[src/rtl/alu_host_pkg.sv]
// Shared ALU op-codes, error byte and host FSM encoding.
// Imported by the host controller and by the ALU.
package alu_host_pkg;

  localparam logic [5:0] OP_SLL  = 6'h00;
  localparam logic [5:0] OP_SRL  = 6'h02;
  localparam logic [5:0] OP_SRA  = 6'h03;
  localparam logic [5:0] OP_ADD  = 6'h20;
  localparam logic [5:0] OP_ADDU = 6'h21;
  localparam logic [5:0] OP_SUB  = 6'h22;
  localparam logic [5:0] OP_SUBU = 6'h23;
  localparam logic [5:0] OP_AND  = 6'h24;
  localparam logic [5:0] OP_OR   = 6'h25;
  localparam logic [5:0] OP_XOR  = 6'h26;
  localparam logic [5:0] OP_NOR  = 6'h27;
  localparam logic [5:0] OP_SLT  = 6'h28;
  localparam logic [5:0] OP_SLTU = 6'h29;

  localparam logic [7:0] ERR_BYTE = 8'hEE;

  typedef enum logic [2:0] {
    S_IDLE,
    S_GET_B,
    S_GET_OP,
    S_EXEC,
    S_TX_RES,
    S_WAIT_RES,
    S_TX_FLAG,
    S_WAIT_FLAG
  } state_e;

  function automatic logic mode_ok(input logic [7:0] b);
    logic ok;
    ok = 1'b0;
    if (b[7:6] == 2'b00) begin
      unique case (b[5:0])
        OP_SLL, OP_SRL, OP_SRA,
        OP_ADD, OP_ADDU, OP_SUB, OP_SUBU,
        OP_AND, OP_OR, OP_XOR, OP_NOR,
        OP_SLT, OP_SLTU: ok = 1'b1;
        default:         ok = 1'b0;
      endcase
    end
    return ok;
  endfunction

endpackage

[src/rtl/alu_host_if_if.sv]
// UART/ALU side-band bundle of the ALU host controller.
// slave = the controller, master = UART + ALU side.
interface alu_host_if_if #(
  parameter int DATA_WIDTH = 8,
  parameter int MODE_WIDTH = 6
);
  logic [7:0]            i_rx_data;
  logic                  i_rx_done;
  logic                  i_tx_done;
  logic [DATA_WIDTH-1:0] i_alu_result;
  logic                  i_alu_zero;
  logic [DATA_WIDTH-1:0] o_alu_A;
  logic [DATA_WIDTH-1:0] o_alu_B;
  logic [MODE_WIDTH-1:0] o_alu_mode;
  logic [7:0]            o_tx_data;
  logic                  o_tx_start;
  logic                  o_busy;
  logic                  o_timeout;

  modport master (
    output i_rx_data, i_rx_done, i_tx_done,
    output i_alu_result, i_alu_zero,
    input  o_alu_A, o_alu_B, o_alu_mode,
    input  o_tx_data, o_tx_start, o_busy, o_timeout
  );

  modport slave (
    input  i_rx_data, i_rx_done, i_tx_done,
    input  i_alu_result, i_alu_zero,
    output o_alu_A, o_alu_B, o_alu_mode,
    output o_tx_data, o_tx_start, o_busy, o_timeout
  );
endinterface

[src/rtl/inter_byte_timer.sv]
// Saturating idle counter between bytes of one command.
// expired is high while the count sits at CYCLES-1.
module inter_byte_timer #(
  parameter int unsigned CYCLES = 1000000,
  localparam int W = (CYCLES > 1) ? $clog2(CYCLES) : 1
) (
  input  logic i_clk,
  input  logic i_reset,
  input  logic i_clear,
  input  logic i_enable,
  output logic o_expired
);
  localparam logic [W-1:0] LAST = W'(CYCLES - 1);

  logic [W-1:0] cnt_q, cnt_d;

  always_comb begin
    cnt_d = cnt_q;
    if (i_clear)
      cnt_d = '0;
    else if (i_enable && cnt_q != LAST)
      cnt_d = cnt_q + 1'b1;
  end

  always_ff @(posedge i_clk) begin
    if (i_reset) cnt_q <= '0;
    else         cnt_q <= cnt_d;
  end

  assign o_expired = (cnt_q == LAST);
endmodule

[src/rtl/alu_host_if.sv]
// UART command front-end for the ALU: takes A, B, MODE,
// answers with RESULT and FLAG (or a lone error byte).
module alu_host_if
  import alu_host_pkg::*;
#(
  parameter int DATA_WIDTH     = 8,
  parameter int MODE_WIDTH     = 6,
  parameter int TIMEOUT_CYCLES = 1000000
) (
  input logic         i_clk,
  input logic         i_reset,
  alu_host_if_if.slave bus
);
  state_e                state_q, state_d;
  logic [DATA_WIDTH-1:0] a_q, a_d, b_q, b_d;
  logic [MODE_WIDTH-1:0] mode_q, mode_d;
  logic [DATA_WIDTH-1:0] res_q, res_d;
  logic                  zero_q, zero_d;
  logic                  err_q, err_d;
  logic                  tx_start_q, tx_start_d;
  logic                  busy_q, busy_d;
  logic                  tmo_q, tmo_d;
  logic                  in_frame, expired;

  assign in_frame = (state_q == S_GET_B) ||
                    (state_q == S_GET_OP);

  inter_byte_timer #(.CYCLES(TIMEOUT_CYCLES)) u_timer (
    .i_clk    (i_clk),
    .i_reset  (i_reset),
    .i_clear  (!in_frame || bus.i_rx_done),
    .i_enable (in_frame),
    .o_expired(expired)
  );

  always_comb begin
    state_d    = state_q;
    a_d        = a_q;
    b_d        = b_q;
    mode_d     = mode_q;
    res_d      = res_q;
    zero_d     = zero_q;
    err_d      = err_q;
    tx_start_d = 1'b0;
    tmo_d      = 1'b0;
    unique case (state_q)
      S_IDLE: if (bus.i_rx_done) begin
        a_d     = DATA_WIDTH'(bus.i_rx_data);
        state_d = S_GET_B;
      end
      S_GET_B: if (bus.i_rx_done) begin
        b_d     = DATA_WIDTH'(bus.i_rx_data);
        state_d = S_GET_OP;
      end else if (expired) begin
        tmo_d   = 1'b1;
        state_d = S_IDLE;
      end
      S_GET_OP: if (bus.i_rx_done) begin
        if (mode_ok(bus.i_rx_data))
          mode_d = bus.i_rx_data[MODE_WIDTH-1:0];
        else
          err_d = 1'b1;
        state_d = S_EXEC;
      end else if (expired) begin
        tmo_d   = 1'b1;
        state_d = S_IDLE;
      end
      S_EXEC: begin
        res_d      = bus.i_alu_result;
        zero_d     = bus.i_alu_zero;
        tx_start_d = 1'b1;
        state_d    = S_TX_RES;
      end
      S_TX_RES: state_d = S_WAIT_RES;
      S_WAIT_RES: if (bus.i_tx_done) begin
        if (err_q) begin
          err_d   = 1'b0;
          state_d = S_IDLE;
        end else begin
          tx_start_d = 1'b1;
          state_d    = S_TX_FLAG;
        end
      end
      S_TX_FLAG: state_d = S_WAIT_FLAG;
      S_WAIT_FLAG: if (bus.i_tx_done) begin
        err_d   = 1'b0;
        state_d = S_IDLE;
      end
      default: state_d = S_IDLE;
    endcase
    busy_d = (state_d != S_IDLE);
  end

  always_ff @(posedge i_clk) begin
    if (i_reset) begin
      state_q    <= S_IDLE;
      a_q        <= '0;
      b_q        <= '0;
      mode_q     <= '0;
      res_q      <= '0;
      zero_q     <= 1'b0;
      err_q      <= 1'b0;
      tx_start_q <= 1'b0;
      busy_q     <= 1'b0;
      tmo_q      <= 1'b0;
    end else begin
      state_q    <= state_d;
      a_q        <= a_d;
      b_q        <= b_d;
      mode_q     <= mode_d;
      res_q      <= res_d;
      zero_q     <= zero_d;
      err_q      <= err_d;
      tx_start_q <= tx_start_d;
      busy_q     <= busy_d;
      tmo_q      <= tmo_d;
    end
  end

  // Byte on the wire is a pure mux of held registers, so it stays put until tx_done.
  always_comb begin
    if (state_q == S_TX_FLAG || state_q == S_WAIT_FLAG)
      bus.o_tx_data = {7'b0, zero_q};
    else if (err_q)
      bus.o_tx_data = ERR_BYTE;
    else
      bus.o_tx_data = 8'(res_q);
  end

  assign bus.o_alu_A    = a_q;
  assign bus.o_alu_B    = b_q;
  assign bus.o_alu_mode = mode_q;
  assign bus.o_tx_start = tx_start_q;
  assign bus.o_busy     = busy_q;
  assign bus.o_timeout  = tmo_q;
endmodule
[src/flat_wrapper.sv]
// flat-port wrapper written by rule: the top's interface ports become plain ports
module alu_host_if_flat import alu_host_pkg::*;
#(
  parameter int DATA_WIDTH     = 8,
  parameter int MODE_WIDTH     = 6,
  parameter int TIMEOUT_CYCLES = 1000000
)
  (i_clk, i_reset, bus_i_rx_data, bus_i_rx_done, bus_i_tx_done, bus_i_alu_result, bus_i_alu_zero, bus_o_alu_A, bus_o_alu_B, bus_o_alu_mode, bus_o_tx_data, bus_o_tx_start, bus_o_busy, bus_o_timeout);
  alu_host_if_if #(.DATA_WIDTH(DATA_WIDTH), .MODE_WIDTH(MODE_WIDTH)) bus_i ();
  input logic i_clk;
  input logic i_reset;
  input wire logic [$bits(bus_i.i_rx_data)-1:0] bus_i_rx_data;
  input wire logic [$bits(bus_i.i_rx_done)-1:0] bus_i_rx_done;
  input wire logic [$bits(bus_i.i_tx_done)-1:0] bus_i_tx_done;
  input wire logic [$bits(bus_i.i_alu_result)-1:0] bus_i_alu_result;
  input wire logic [$bits(bus_i.i_alu_zero)-1:0] bus_i_alu_zero;
  output wire logic [$bits(bus_i.o_alu_A)-1:0] bus_o_alu_A;
  output wire logic [$bits(bus_i.o_alu_B)-1:0] bus_o_alu_B;
  output wire logic [$bits(bus_i.o_alu_mode)-1:0] bus_o_alu_mode;
  output wire logic [$bits(bus_i.o_tx_data)-1:0] bus_o_tx_data;
  output wire logic [$bits(bus_i.o_tx_start)-1:0] bus_o_tx_start;
  output wire logic [$bits(bus_i.o_busy)-1:0] bus_o_busy;
  output wire logic [$bits(bus_i.o_timeout)-1:0] bus_o_timeout;
  assign bus_i.i_rx_data = bus_i_rx_data;
  assign bus_i.i_rx_done = bus_i_rx_done;
  assign bus_i.i_tx_done = bus_i_tx_done;
  assign bus_i.i_alu_result = bus_i_alu_result;
  assign bus_i.i_alu_zero = bus_i_alu_zero;
  assign bus_o_alu_A = bus_i.o_alu_A;
  assign bus_o_alu_B = bus_i.o_alu_B;
  assign bus_o_alu_mode = bus_i.o_alu_mode;
  assign bus_o_tx_data = bus_i.o_tx_data;
  assign bus_o_tx_start = bus_i.o_tx_start;
  assign bus_o_busy = bus_i.o_busy;
  assign bus_o_timeout = bus_i.o_timeout;
  alu_host_if #(.DATA_WIDTH(DATA_WIDTH), .MODE_WIDTH(MODE_WIDTH), .TIMEOUT_CYCLES(TIMEOUT_CYCLES)) u_core (.i_clk(i_clk), .i_reset(i_reset), .bus(bus_i));
endmodule
[config.mk]
export PLATFORM = sky130hd
export DESIGN_NAME = alu_host_if_flat
export DESIGN_NICKNAME = d
export VERILOG_FILES = /design/src/rtl/alu_host_pkg.sv /design/src/rtl/alu_host_if_if.sv /design/src/rtl/inter_byte_timer.sv /design/src/rtl/alu_host_if.sv /design/src/flat_wrapper.sv
export SDC_FILE = /design/constraint.sdc
export NUM_CORES = 1
export LEC_CHECK = 0
export BUFFER_PORTS_ARGS = -buffer_cell sky130_fd_sc_hd__buf_4
export CORE_MARGIN = 1.5
export CORE_UTILIZATION = 50
export DETAILED_ROUTE_END_ITERATION = 6
export GPL_ROUTABILITY_DRIVEN = 0
export PLACE_DENSITY = 0.71
export SLEW_MARGIN = 5
export SYNTH_ARGS = -nofsm -noshare
export SYNTH_HDL_FRONTEND = slang
export SYNTH_SLANG_ARGS = --single-unit
[constraint.sdc]
create_clock -name i_clk -period 2.36 [get_ports i_clk]
set_clock_uncertainty 0.1 [all_clocks]
set_input_delay 0.236 -clock i_clk [delete_from_list [all_inputs] [get_ports i_clk]]
set_output_delay 0.236 -clock i_clk [all_outputs]
set_load 0.01 [all_outputs]
# After elaboration in Yosys (flattened, before gate mapping)
# Memory sizes are Yosys's and may differ from the RTL's.
# Index checks and enable logic that the tools add are counted.
# op_classes
bitwise_logic,1
muxes,21
n_eq_ne,12
addsub,1
reduce_logical,17
# ops
op,n
$pmux W3 S8,1
$mux W3,7
$add A20 B1 Y20 const B,1
$eq A20 B20 Y1 const B,1
$ne A20 B20 Y1 const B,1
$mux W8,2
$eq A3 B3 Y1 const B,4
$mux W1,9
$eq A3 B2 Y1 const B,2
$reduce_or A2 Y1,3
$ne A2 B2 Y1 const B,2
$pmux W1 S2,2
$reduce_and A2 Y1,2
$reduce_and A4 Y1,1
$eq A3 B1 Y1 const B,1
$logic_not A3 Y1,1
$logic_or A1 B1 Y1,3
$reduce_and A3 Y1,1
$reduce_bool A3 Y1,1
$reduce_or A3 Y1,1
$logic_not A2 Y1,1
$ne A2 B1 Y1 const B,1
$reduce_bool A2 Y1,1
$logic_and A1 B1 Y1,1
2 further kinds,2
# totals
memories,1
in_bits,21
regBits,58
romBits,64
wordCells,64
# memory_table
memory,depth,word_bits,read_ports,rd_clocked_by_memory_dff,write_ports,line_no,text
(name not given),64,1,1,0,0,alu_host_pkg.sv:36,unique case (b[5:0])

# Logic depth before layout (Yosys ltp)
# Gate-level depths: netlist (run 1).
# logic_depth
word_depth,7
ltp_mapped,7
ltp_nobuf,6

# Cells and area by module
# Synthesis (run 1) repeated with hierarchy kept, for this count alone.
# unflattened
hier_cells,302
hier_area_um2,2593.7
# modules_own_cells
module,cells_each,instances,area_per_inst_um2,seq_area_each_um2
alu_host_if,188,1,1595.3,760.7
inter_byte_timer,114,1,998.5,400.4

# Worst setup path before layout (run 1)
# No wires, ideal clock.
# synth_path
path_kind,register to register
start,register u_core.u_timer.cnt_q[0]
end,register u_core.u_timer.cnt_q[18]
path_buffers,0
arrival_ps,1495
setup_time_ps,128
path_stages_with_launch,7
slack_ps,637
path_cell_list,dfxtp_1 > ha_1 > nand3_1 > or3_4 > nor4_2 > xnor2_1 > nor2_1
# synth_via
elab_chain_cells,2
word_cells_on_any_way,3
cone_classes,add/sub (1); eq/ne (1); reduce/logical (1)
# synth_lines
item,line_no,text
"start, declared",inter_byte_timer.sv:15,"logic [W-1:0] cnt_q, cnt_d;"
"start signal, assigned",inter_byte_timer.sv:27,else cnt_q <= cnt_d;
"parallel branches: the longest is 2 deep, another holds $add A20 B1 Y20",--,
# Parallel ways; which one is timed is not known.
# A chain may end at the register's enable or synchronous reset.

# Worst setup path in the final report (run 1)
# layout_path
start,register u_core.state_q[2]
end,output port bus_o_tx_data[4]
# layout_via
elab_chain_cells,3
word_cells_on_any_way,4
cone_classes,eq/ne (2); mux (1); reduce/logical (1)
# layout_lines
item,line_no,text
"start, declared",alu_host_if.sv:14,"state_e state_q, state_d;"
"start signal, assigned",alu_host_if.sv:107,state_q <= state_d;
$eq A3 B3 Y1,alu_host_if.sv:122,if (state_q == S_TX_FLAG || state_q == S_WAIT_FLAG)
$logic_or A1 B1 Y1 *,alu_host_if.sv:122,
$mux W8 *,alu_host_if.sv:122,
"end, declared",flat_wrapper.sv:20,output wire logic [$bits(bus_i.o_tx_data)-1:0] bus_o_tx_data;
# Every way passes the cells marked *; elsewhere a longest branch is shown, timed or not.

==> metrics.cfg, run 1 <==
[timing]
fin_crit_sh_pct=88.2
rsz0062_at_grt=false
drv_slew=0
hold_viol=0
postLayoutSetupSlackWorst_ns=0.278
relSlewSlack_pct=54.9
finalHoldWorstSlack_ns=0.0621
worst_pin_slew_ns=0.675
max_freq_mhz=480
fin_setup_tns_ns=0
finalSetupViolCount=0
min_period_ns=2.08

[synthesis]
synth_fp_nets=333
synth-seq-area-share_pct=45.5
synthTopCellsByArea=dfxtp_1, nand2_1, a21oi_1
ys_seq_elements=58
ys_warn_count=0
syn_area_mm2=0.00255
synthCells=311
synth_top_flop_cell=dfxtp_1
netlist_top_cells_count=dfxtp_1, nand2_1, a21oi_1
synthArstFlopShare_pct=0
synth.most_common_cell=dfxtp_1
yosysTopAreaCell=dfxtp_1
avgSynthCellArea_um2=8.20
yosysTopAreaCellShare_pct=45.5
synth-edff-count=0
synth_cell_types=42

[drt]
ant_nets=0
first_iter_violations=125
drc=0
vias=2326
vias_per_cell=5.37
drt-total-wl_um=5880
wl_per_cell_um=13.6
firstDrtPassIters=4

[place]
pre_cts_ws_ns=0.383
portBuffers=53
hpwl_um=4030

[clock_tree]
htree_levels=3
path_clk_slew_ns=0.07
cts_hold_buf=0
cts_max_path_buffers=2
worstSkewPairLatency_ns=0.33
root_buffer=clkbuf_8
cts_resized=0
cts-buffers-inserted=9
cts_tree=yes
clock_sinks=58
cts_setup_buffers=0

[power]
pwr_density_cell_mw_per_mm2=684
ir_worst_vdd_mv=0.405
p_leak_uw=0.00116

[finish]
n_fill_cell=453
drive_gt1_share_pct=21.3
area_delta_synth_final_pct=25.5
final_util_pct=66.5
seqCellArea_mm2=0.00116
finalNetCount=383
num_antenna_cells=0
multi_input_area_mm2=0.00132

[grt]
antenna_found_initial=0
grt_pass1_wl_um=9560
grt_util_met3_pct=4.61
grt_use_met2_pct=36.5
busiest_layer=met2
grt_pass1_vias=2096
grt_use_met1_pct=28.3
grt_start_max_net_pins=40
overflow=0
grt_util_all_layers_pct=22.4

[worst_setup_path]
crit_path_start_kind=flip-flop
crit_slowest_cell=dfxtp_1
crit_required_ns=2.02
end_kind=output port
crit_type=flip-flop to output port
critPathMaxStageDelay_ns=0.69
crit_fanout=18
crit_arrival_ns=1.75
path_cells=nand2_1, and3b_1, buf_4

[outcome]
status=complete, no violations

[floorplan]
fp.dieW_um=74.4
die_area_mm2=0.00554
fp.coreArea_mm2=0.00482
ioPinCount=54
die_height_um=74.4
row_count=25
start_util_pct=53.0

[hold_path]
hold_path.class=primary input to flip-flop

[job]
maxCapViolCount=0

==> state kept, by name, indices dropped and copies added, names as in the netlist <==
register / count
u_core.bus.o_busy: 1
u_core.bus.o_tx_start: 1
u_core.res_q: 8
u_core.u_timer.cnt_q: 20
u_core.zero_q: 1
u_core.bus.o_alu_B: 8
u_core.state_q: 3
u_core.bus.o_timeout: 1
u_core.bus.o_alu_A: 8
u_core.err_q: 1
u_core.bus.o_alu_mode: 6
==> critical path, delay by kind of cell (launching register included) <==
family	cells	cell delay, ns
buffers and inverters	1	0.14
AND/OR/NAND/NOR	2	0.58
flip-flops	1	0.69
==> cell type report <==
class,count,share of cell area (%)
well taps,67,2.62
inverters,2,0.234
clock buffers,11,4.42
multi-input cells,235,41.1
flip-flops and latches,58,36.3
clock inverters,5,2.42
repair buffers,55,12.9
==> cells in the final DEF (no fill, tap or decap), types with 2 or more instances in the layout <==
| cell type | synthesis | routed |
|---|---|---|
| dfxtp_1 | 58 | 58 |
| nand2_1 | 56 | 56 |
| buf_4 | 1 | 55 |
| a21oi_1 | 34 | 34 |
| nor2_1 | 32 | 32 |
| nand3_1 | 17 | 17 |
| xnor2_1 | 10 | 10 |
| clkbuf_8 | 0 | 10 |
| nor3_1 | 8 | 8 |
| o21a_1 | 7 | 7 |
| o21ai_0 | 7 | 7 |
| or3_1 | 6 | 6 |
| mux2i_1 | 6 | 6 |
| nand4_1 | 5 | 5 |
| xor2_1 | 4 | 4 |
| nand2b_1 | 3 | 3 |
| nor2b_1 | 3 | 3 |
| and3_1 | 3 | 3 |
| nor4_2 | 3 | 3 |
| and3b_1 | 2 | 2 |
| nand3b_1 | 2 | 2 |
| nor3_2 | 2 | 2 |
| nor4b_1 | 2 | 2 |
| nor3b_1 | 2 | 2 |
| nor4_1 | 2 | 2 |
| o211ai_1 | 2 | 2 |
| a31oi_1 | 2 | 2 |
| and2_1 | 2 | 2 |
| nand4b_1 | 2 | 2 |
| and4_1 | 2 | 2 |
| inv_1 | 2 | 2 |
| bufinv_16 | 0 | 2 |
| clkinv_2 | 0 | 2 |
==> cell families (layout without fill, tap and decap cells) <==
logic type                 count (synthesis)  in the layout  share of synthesized area [%]
AOI/OAI and AO/OA                         57             57                           12.8
xor gates and xnor gates                  15             15                           5.44
adders and majority gates                  1              1                          0.490
buffers and inverters                     18             73                           2.84
DFF                                       58             58                           45.5
muxes                                      6              6                           2.35
and+or+nand+nor                          156            156                           30.6
==> through the flow <==
| stage | cell area (um^2) | total power (uW) | cells |
|---|---|---|---|
| after floorplan | 2550 | 1120 | 311 |
| after global placement | 2980 | 1200 | 417 |
| after detailed placement | 2980 | 1200 | 417 |
| after CTS | 3200 | 2210 | 433 |
| after global routing | 3200 | 2280 | 433 |
| final | 3200 | 2190 | 433 |
==> final timing paths <==
path,startpoint,endpoint,depth (start not counted),slack (ns)
max,u_core.state_q[2],bus_o_tx_data[4],3,0.28
min,bus_i_rx_data[6],u_core.bus.o_alu_A[6],3,0.06
max reg2reg,u_core.u_timer.cnt_q[9],u_core.u_timer.cnt_q[2],5,0.31
min reg2reg,u_core.res_q[3],u_core.res_q[3],2,0.36
==> per-layer routing <==
layer  vias to the layer above  share of wire, %
li1                       1179                 -
met1                      1085                47
met2                        52                47
met3                        10               4.0
met4                         0               1.9
met5                         -                 0
==> where the power goes <==
part	leakage (uW)	total, uW	switching (uW)	internal, uW
registers	0.000469	1020	16.6	1000
clock network	0.000109	1010	387	620
logic	0.000585	166	91.5	74.6
Note: power is estimated with default switching activity, not from simulation.
==> run 2: changes to the inputs <==
- PLACE_DENSITY: 0.71 -> 0.79
==> metrics.cfg, run 2 (synthesis gave the netlist of run 1 again) <==
[power]
p_comb_share_pct=8.5  ; was 7.6%
power_frac_seq_pct=51.4  ; was 46.4%
ir_worst_vdd_mv=0.403  ; was 0.405 mV
power_frac_clock_pct=40.1  ; was 46.0%
p_sw_uw=469  ; was 496 uW
swShare_pct=23.8  ; was 22.6%
power.total_uw=1970  ; was 2190 uW
p_leak_uw=0.00115  ; was 0.00116 uW
pwr_density_cell_mw_per_mm2=624  ; was 684 mW/mm^2
p_int_uw=1500  ; was 1690 uW

[timing]
rsz0062_at_grt=false  ; unchanged
finalHoldWorstSlack_ns=0.0592  ; was 0.0621 ns
min_period_ns=2.06  ; was 2.08 ns
fin_setup_tns_ns=0  ; unchanged
finalSetupViolCount=0  ; unchanged
drv_slew=0  ; unchanged
max_freq_mhz=484  ; was 480 MHz
postLayoutSetupSlackWorst_ns=0.296  ; was 0.278 ns
fin_crit_sh_pct=87.5  ; was 88.2%
hold_viol=0  ; unchanged
relSlewSlack_pct=56.4  ; was 54.9%
worst_pin_slew_ns=0.653  ; was 0.675 ns

[clock_tree]
cts_tree=yes  ; unchanged
cts_max_path_buffers=2  ; unchanged
cts_hold_buf=0  ; unchanged
clock_sinks=58  ; unchanged
cts-buffers-inserted=9  ; unchanged
cts_resized=0  ; unchanged
cts_setup_buffers=0  ; unchanged
path_clk_slew_ns=0.07  ; about the same
worstSkewPairLatency_ns=0.33  ; about the same
htree_levels=3  ; unchanged
root_buffer=clkbuf_8  ; unchanged

[floorplan]
ioPinCount=54  ; unchanged
die_height_um=74.4  ; unchanged
fp.dieW_um=74.4  ; unchanged
start_util_pct=53.0  ; unchanged
fp.coreArea_mm2=0.00482  ; unchanged
row_count=25  ; unchanged
die_area_mm2=0.00554  ; unchanged

[grt]
grt_pass1_wl_um=9110  ; was 9560 um
busiest_layer=met2  ; unchanged
grt_pass1_vias=2019  ; was 2096
antenna_found_initial=0  ; unchanged
grt_util_all_layers_pct=21.8  ; was 22.4%
grt_use_met2_pct=31.9  ; was 36.5%
overflow=0  ; unchanged
grt_util_met3_pct=7.18  ; was 4.61%
grt_start_max_net_pins=40  ; unchanged
grt_use_met1_pct=29.3  ; was 28.3%

[drt]
drt-total-wl_um=5670  ; was 5880 um
vias=2310  ; was 2326
first_iter_violations=191  ; was 125
drc=0  ; unchanged
wl_per_cell_um=13.1  ; was 13.6 um
vias_per_cell=5.33  ; was 5.37
firstDrtPassIters=4  ; unchanged
ant_nets=0  ; unchanged

[hold_path]
hold_start=bus_i_alu_result[1]  ; was bus_i_rx_data[6]
hold_path.class=primary input to flip-flop  ; unchanged

[worst_setup_path]
cp-startpoint=u_core.state_q[2]  ; unchanged
path_cells=nand2_1, nand3b_1, nand2_1, buf_4  ; was nand2_1, and3b_1, buf_4
crit_required_ns=2.02  ; about the same
crit_arrival_ns=1.73  ; was 1.75 ns
reg2reg_slack_ns=0.33  ; was 0.31 ns
crit_end=bus_o_tx_data[0]  ; was bus_o_tx_data[4]
critPathBufInv=1  ; unchanged
end_kind=output port  ; unchanged
r2r_start=u_core.u_timer.cnt_q[9]  ; unchanged
crit_path_start_kind=flip-flop  ; unchanged
crit_cells=4  ; was 3
cp_common_cell=nand2_1
crit_type=flip-flop to output port  ; unchanged
crit_slowest_cell=dfxtp_1  ; unchanged
cp_top_family=flip-flops  ; unchanged
r2r_end=u_core.u_timer.cnt_q[1]  ; was u_core.u_timer.cnt_q[2]
crit_fanout=18  ; unchanged
critPathMaxStageDelay_ns=0.68  ; was 0.69 ns
r2r_cells=5  ; unchanged

[finish]
final_area_mm2=0.00316  ; was 0.00320 mm^2
final_common_cell=dfxtp_1  ; unchanged
finalNetCount=384  ; was 383
largest_reg_flops=20  ; unchanged
num_antenna_cells=0  ; unchanged
n_fill_cell=438  ; was 453
drive_gt1_share_pct=21.3  ; unchanged
area_delta_synth_final_pct=23.9  ; was 25.5%
mostFrequentLayoutCells=dfxtp_1, nand2_1, buf_4, a21oi_1, nor2_1  ; unchanged
largest_register=u_core.u_timer.cnt_q  ; unchanged

[place]
hpwl_um=3850  ; was 4030 um
pre_cts_ws_ns=0.349  ; was 0.383 ns
portBuffers=53  ; unchanged
postPlaceCellArea_mm2=0.00299  ; was 0.00298 mm^2

[job]
maxCapViolCount=0  ; unchanged

[outcome]
status=complete, no violations  ; unchanged

-- run 2: final cells by class --
type	instances	area, um^2	area share, %
clock buffers	12	155	4.91
clock inverters	3	15.0	0.475
inverters	2	7.51	0.238
multi-input cells	235	1320	41.7
flip-flops and latches	58	1160	36.7
well taps	67	83.8	2.65
repair buffers	56	420	13.3
-- run 2: per-stage QoR --
stage               cells  utilization [%]
floorplan             311                -
global placement      418             62.1
detailed placement    418             62.1
CTS                   433             65.6
global route          433             65.6
finish                433             65.6
-- run 2: how the worst min path moves through the flow --
stage	endpoint	slack, ns	cells after the start
after floorplan	u_core.bus.o_alu_A[0]	0.27	2
after global placement	u_core.res_q[4]	0.34	2
after detailed placement	u_core.res_q[4]	0.35	2
after CTS	u_core.res_q[1]	0.04	3
after global routing	u_core.res_q[1]	0.05	3
final	u_core.res_q[1]	0.06	3
-- run 2: metal layers --
layer	part of all wire, %	wire length [um]
met5	0	0
met4	1.7	97
met3	5.5	312
met2	46	2590
met1	47	2670
-- run 2: power by group through the flow --
| stage | Combinational (uW) | Clock, uW | Sequential [uW] |
|---|---|---|---|
| 2_1_floorplan | 81.7 | 0 | 1040 |
| 3_3_place_gp | 167 | 0 | 1030 |
| 3_5_place_dp | 168 | 0 | 1030 |
| 4_1_cts | 169 | 816 | 1010 |
| 5_1_grt | 187 | 848 | 1020 |
| 6_report | 168 | 790 | 1010 |
-- run 2: tightest hold or removal path, delay by kind of cell --
kind	cells	cell delay [ns]
buffers and inverters	1	0.11
AO/OA/AOI/OAI	1	0.05
AND/OR/NAND/NOR	1	0.05
==> run 3: changes to the inputs <==
--- a/config.mk
+++ b/config.mk
@@ -11,4 +11,5 @@
 export DETAILED_ROUTE_END_ITERATION = 6
 export GPL_ROUTABILITY_DRIVEN = 0
+export GPL_TIMING_DRIVEN = 0
 export PLACE_DENSITY = 0.79
 export SLEW_MARGIN = 5
--- a/constraint.sdc
+++ b/constraint.sdc
@@ -3,3 +3,3 @@
 set_input_delay 0.236 -clock i_clk [delete_from_list [all_inputs] [get_ports i_clk]]
 set_output_delay 0.236 -clock i_clk [all_outputs]
-set_load 0.01 [all_outputs]
+set_load 0.005 [all_outputs]
==> metrics.cfg, run 3 (synthesis gave the netlist of run 1 again) <==
[drt]
vias=2347  ; was 2310
ant_nets=0  ; unchanged
first_iter_violations=194  ; was 191
vias_per_cell=5.25  ; was 5.33
firstDrtPassIters=4  ; unchanged
drt-total-wl_um=5930  ; was 5670 um
drc=0  ; unchanged
wl_per_cell_um=13.3  ; was 13.1 um

[worst_setup_path]
cp_top_family=buffers and inverters  ; was flip-flops
critPathBufInv=3  ; was 1
crit_slowest_cell=clkbuf_1  ; was dfxtp_1
crit_fanout=10  ; was 18
path_cells=clkbuf_1, clkbuf_2, nand2_1, and3b_1, buf_4  ; was nand2_1, nand3b_1, nand2_1, buf_4
crit_path_start_kind=flip-flop  ; unchanged
r2r_start=u_core.u_timer.cnt_q[9]  ; unchanged
reg2reg_slack_ns=0.35  ; was 0.33 ns
end_kind=output port  ; unchanged
critPathMaxStageDelay_ns=0.33  ; was 0.68 ns
r2r_end=u_core.u_timer.cnt_q[1]  ; unchanged
crit_type=flip-flop to output port  ; unchanged
r2r_cells=5  ; unchanged
crit_arrival_ns=1.82  ; was 1.73 ns
crit_required_ns=2.02  ; about the same

[power]
ir_worst_vdd_mv=0.510  ; was 0.403 mV
power_frac_clock_pct=46.3  ; was 40.1%
pwr_density_cell_mw_per_mm2=676  ; was 624 mW/mm^2
p_int_uw=1700  ; was 1500 uW
swShare_pct=22.7  ; was 23.8%
p_sw_uw=500  ; was 469 uW
power_frac_seq_pct=46.0  ; was 51.4%
p_comb_share_pct=7.7  ; was 8.5%
p_leak_uw=0.00117  ; was 0.00115 uW

[floorplan]
fp.coreArea_mm2=0.00482  ; unchanged
die_area_mm2=0.00554  ; unchanged
start_util_pct=53.0  ; unchanged
ioPinCount=54  ; unchanged
row_count=25  ; unchanged
die_height_um=74.4  ; unchanged
fp.dieW_um=74.4  ; unchanged

[finish]
finalNetCount=397  ; was 384
largest_register=u_core.u_timer.cnt_q  ; unchanged
final_common_cell=dfxtp_1  ; unchanged
mostFrequentLayoutCells=dfxtp_1, nand2_1, buf_4, a21oi_1, nor2_1  ; unchanged
num_antenna_cells=0  ; unchanged
area_delta_synth_final_pct=27.6  ; was 23.9%
final_cells=447  ; was 433
final_util_pct=67.6  ; was 65.6%
drive_gt1_share_pct=20.5  ; was 21.3%
largest_reg_flops=20  ; unchanged

[timing]
relSlewSlack_pct=57.6  ; was 56.4%
min_period_ns=2.16  ; was 2.06 ns
max_freq_mhz=463  ; was 484 MHz
fin_crit_sh_pct=91.5  ; was 87.5%
fin_setup_tns_ns=0  ; unchanged
finalSetupViolCount=0  ; unchanged
worst_pin_slew_ns=0.632  ; was 0.653 ns
drv_slew=0  ; unchanged
postLayoutSetupSlackWorst_ns=0.200  ; was 0.296 ns
hold_viol=0  ; unchanged
rsz0062_at_grt=false  ; unchanged

[clock_tree]
htree_levels=3  ; unchanged
path_clk_slew_ns=0.07  ; about the same
worstSkewPairLatency_ns=0.34  ; was 0.33 ns
cts_hold_buf=0  ; unchanged
cts_max_path_buffers=2  ; unchanged
clock_sinks=58  ; unchanged
cts_tree=yes  ; unchanged
cts-buffers-inserted=9  ; unchanged
cts_setup_buffers=0  ; unchanged
root_buffer=clkbuf_8  ; unchanged

[grt]
grt_start_max_net_pins=11  ; was 40
grt_pass1_wl_um=9800  ; was 9110 um
grt_util_all_layers_pct=23.3  ; was 21.8%
grt_pass1_vias=2107  ; was 2019
antenna_found_initial=0  ; unchanged
overflow=0  ; unchanged

[place]
portBuffers=53  ; unchanged
hpwl_um=4040  ; was 3850 um
pre_cts_ws_ns=0.391  ; was 0.349 ns
dp.cells=431  ; was 418

[hold_path]
hold-path-cell-count=3  ; unchanged
hold_start=bus_i_alu_result[5]  ; was bus_i_alu_result[1]
hold_path.class=primary input to flip-flop  ; unchanged
min_to=u_core.res_q[5]  ; was u_core.res_q[1]

[job]
maxCapViolCount=0  ; unchanged

[outcome]
status=complete, no violations  ; unchanged

[run 3: cell count changes in the layout (fill, tap and decap cells not counted), moves of 2 or more]
cell        previous run  this run
clkbuf_1               1        14
clkinvlp_4             0         2
bufinv_16              0         2
clkinv_2               3         0
buf_4                 56        54
[run 3: what timing repair did]
action / CTS / global route
hold endpoints to repair: 0 / 0
setup endpoints to repair: 0 / 8
resized for setup: 0 / 2
[run 3: layer usage]
metal,vias to the layer above,track usage [%],part of all wire [%]
met2,61,36.0,48
li1,1196,-,-
met4,0,7.88,1.2
met1,1081,30.9,44
met5,-,0,0
met3,9,7.32,5.9
[run 3: worst reg2reg max path: stages (launching register included)]
cell,delay (ns)
dfxtp_1,0.41
nor4b_1,0.35
nand4_1,0.26
nor3_2,0.48
mux2i_1,0.24
nor2_1,0.05
[run 3: power by group through the flow]
stage	logic, uW	registers [uW]	clock network (uW)
final	170	1010	1020
after global routing	189	1010	1080
after CTS	170	1010	1040
after detailed placement	168	1030	0
after global placement	166	1030	0
after floorplan	81.1	1030	0
[run 3: area by class of cell]
cell class | instances | area [um^2]
clock inverters | 4 | 75.1
plain buffers | 16 | 66.3
fillers | 408 | 1560
inverters | 2 | 7.51
flip-flops and latches | 58 | 1160
clock buffers | 12 | 145
multi-input cells | 235 | 1320
well taps | 67 | 83.8
repair buffers | 53 | 398
[run 3: worst max-delay path by stage]
| stage | from | end | slack, ns | cells past startpoint |
|---|---|---|---|---|
| after CTS | u_core.state_q[2] | bus_o_tx_data[4] | 0.06 | 5 |
| after floorplan | u_core.u_timer.cnt_q[0] | u_core.u_timer.cnt_q[18] | 0.64 | 6 |
| after global placement | u_core.u_timer.cnt_q[9] | u_core.u_timer.cnt_q[1] | 0.41 | 5 |
| final | u_core.state_q[2] | bus_o_tx_data[4] | 0.20 | 5 |
| after detailed placement | u_core.u_timer.cnt_q[9] | u_core.u_timer.cnt_q[1] | 0.39 | 5 |
| after global routing | u_core.state_q[2] | bus_o_tx_data[4] | 0.07 | 5 |
[run 3: per-stage QoR]
stage	power (uW)	area [um^2]	hold WS, ns
after floorplan	1110	2550	0.272
after global placement	1200	3030	0.339
after detailed placement	1200	3030	0.347
after CTS	2220	3250	0.0363
after global routing	2280	3250	0.0370
final	2200	3250	0.0438
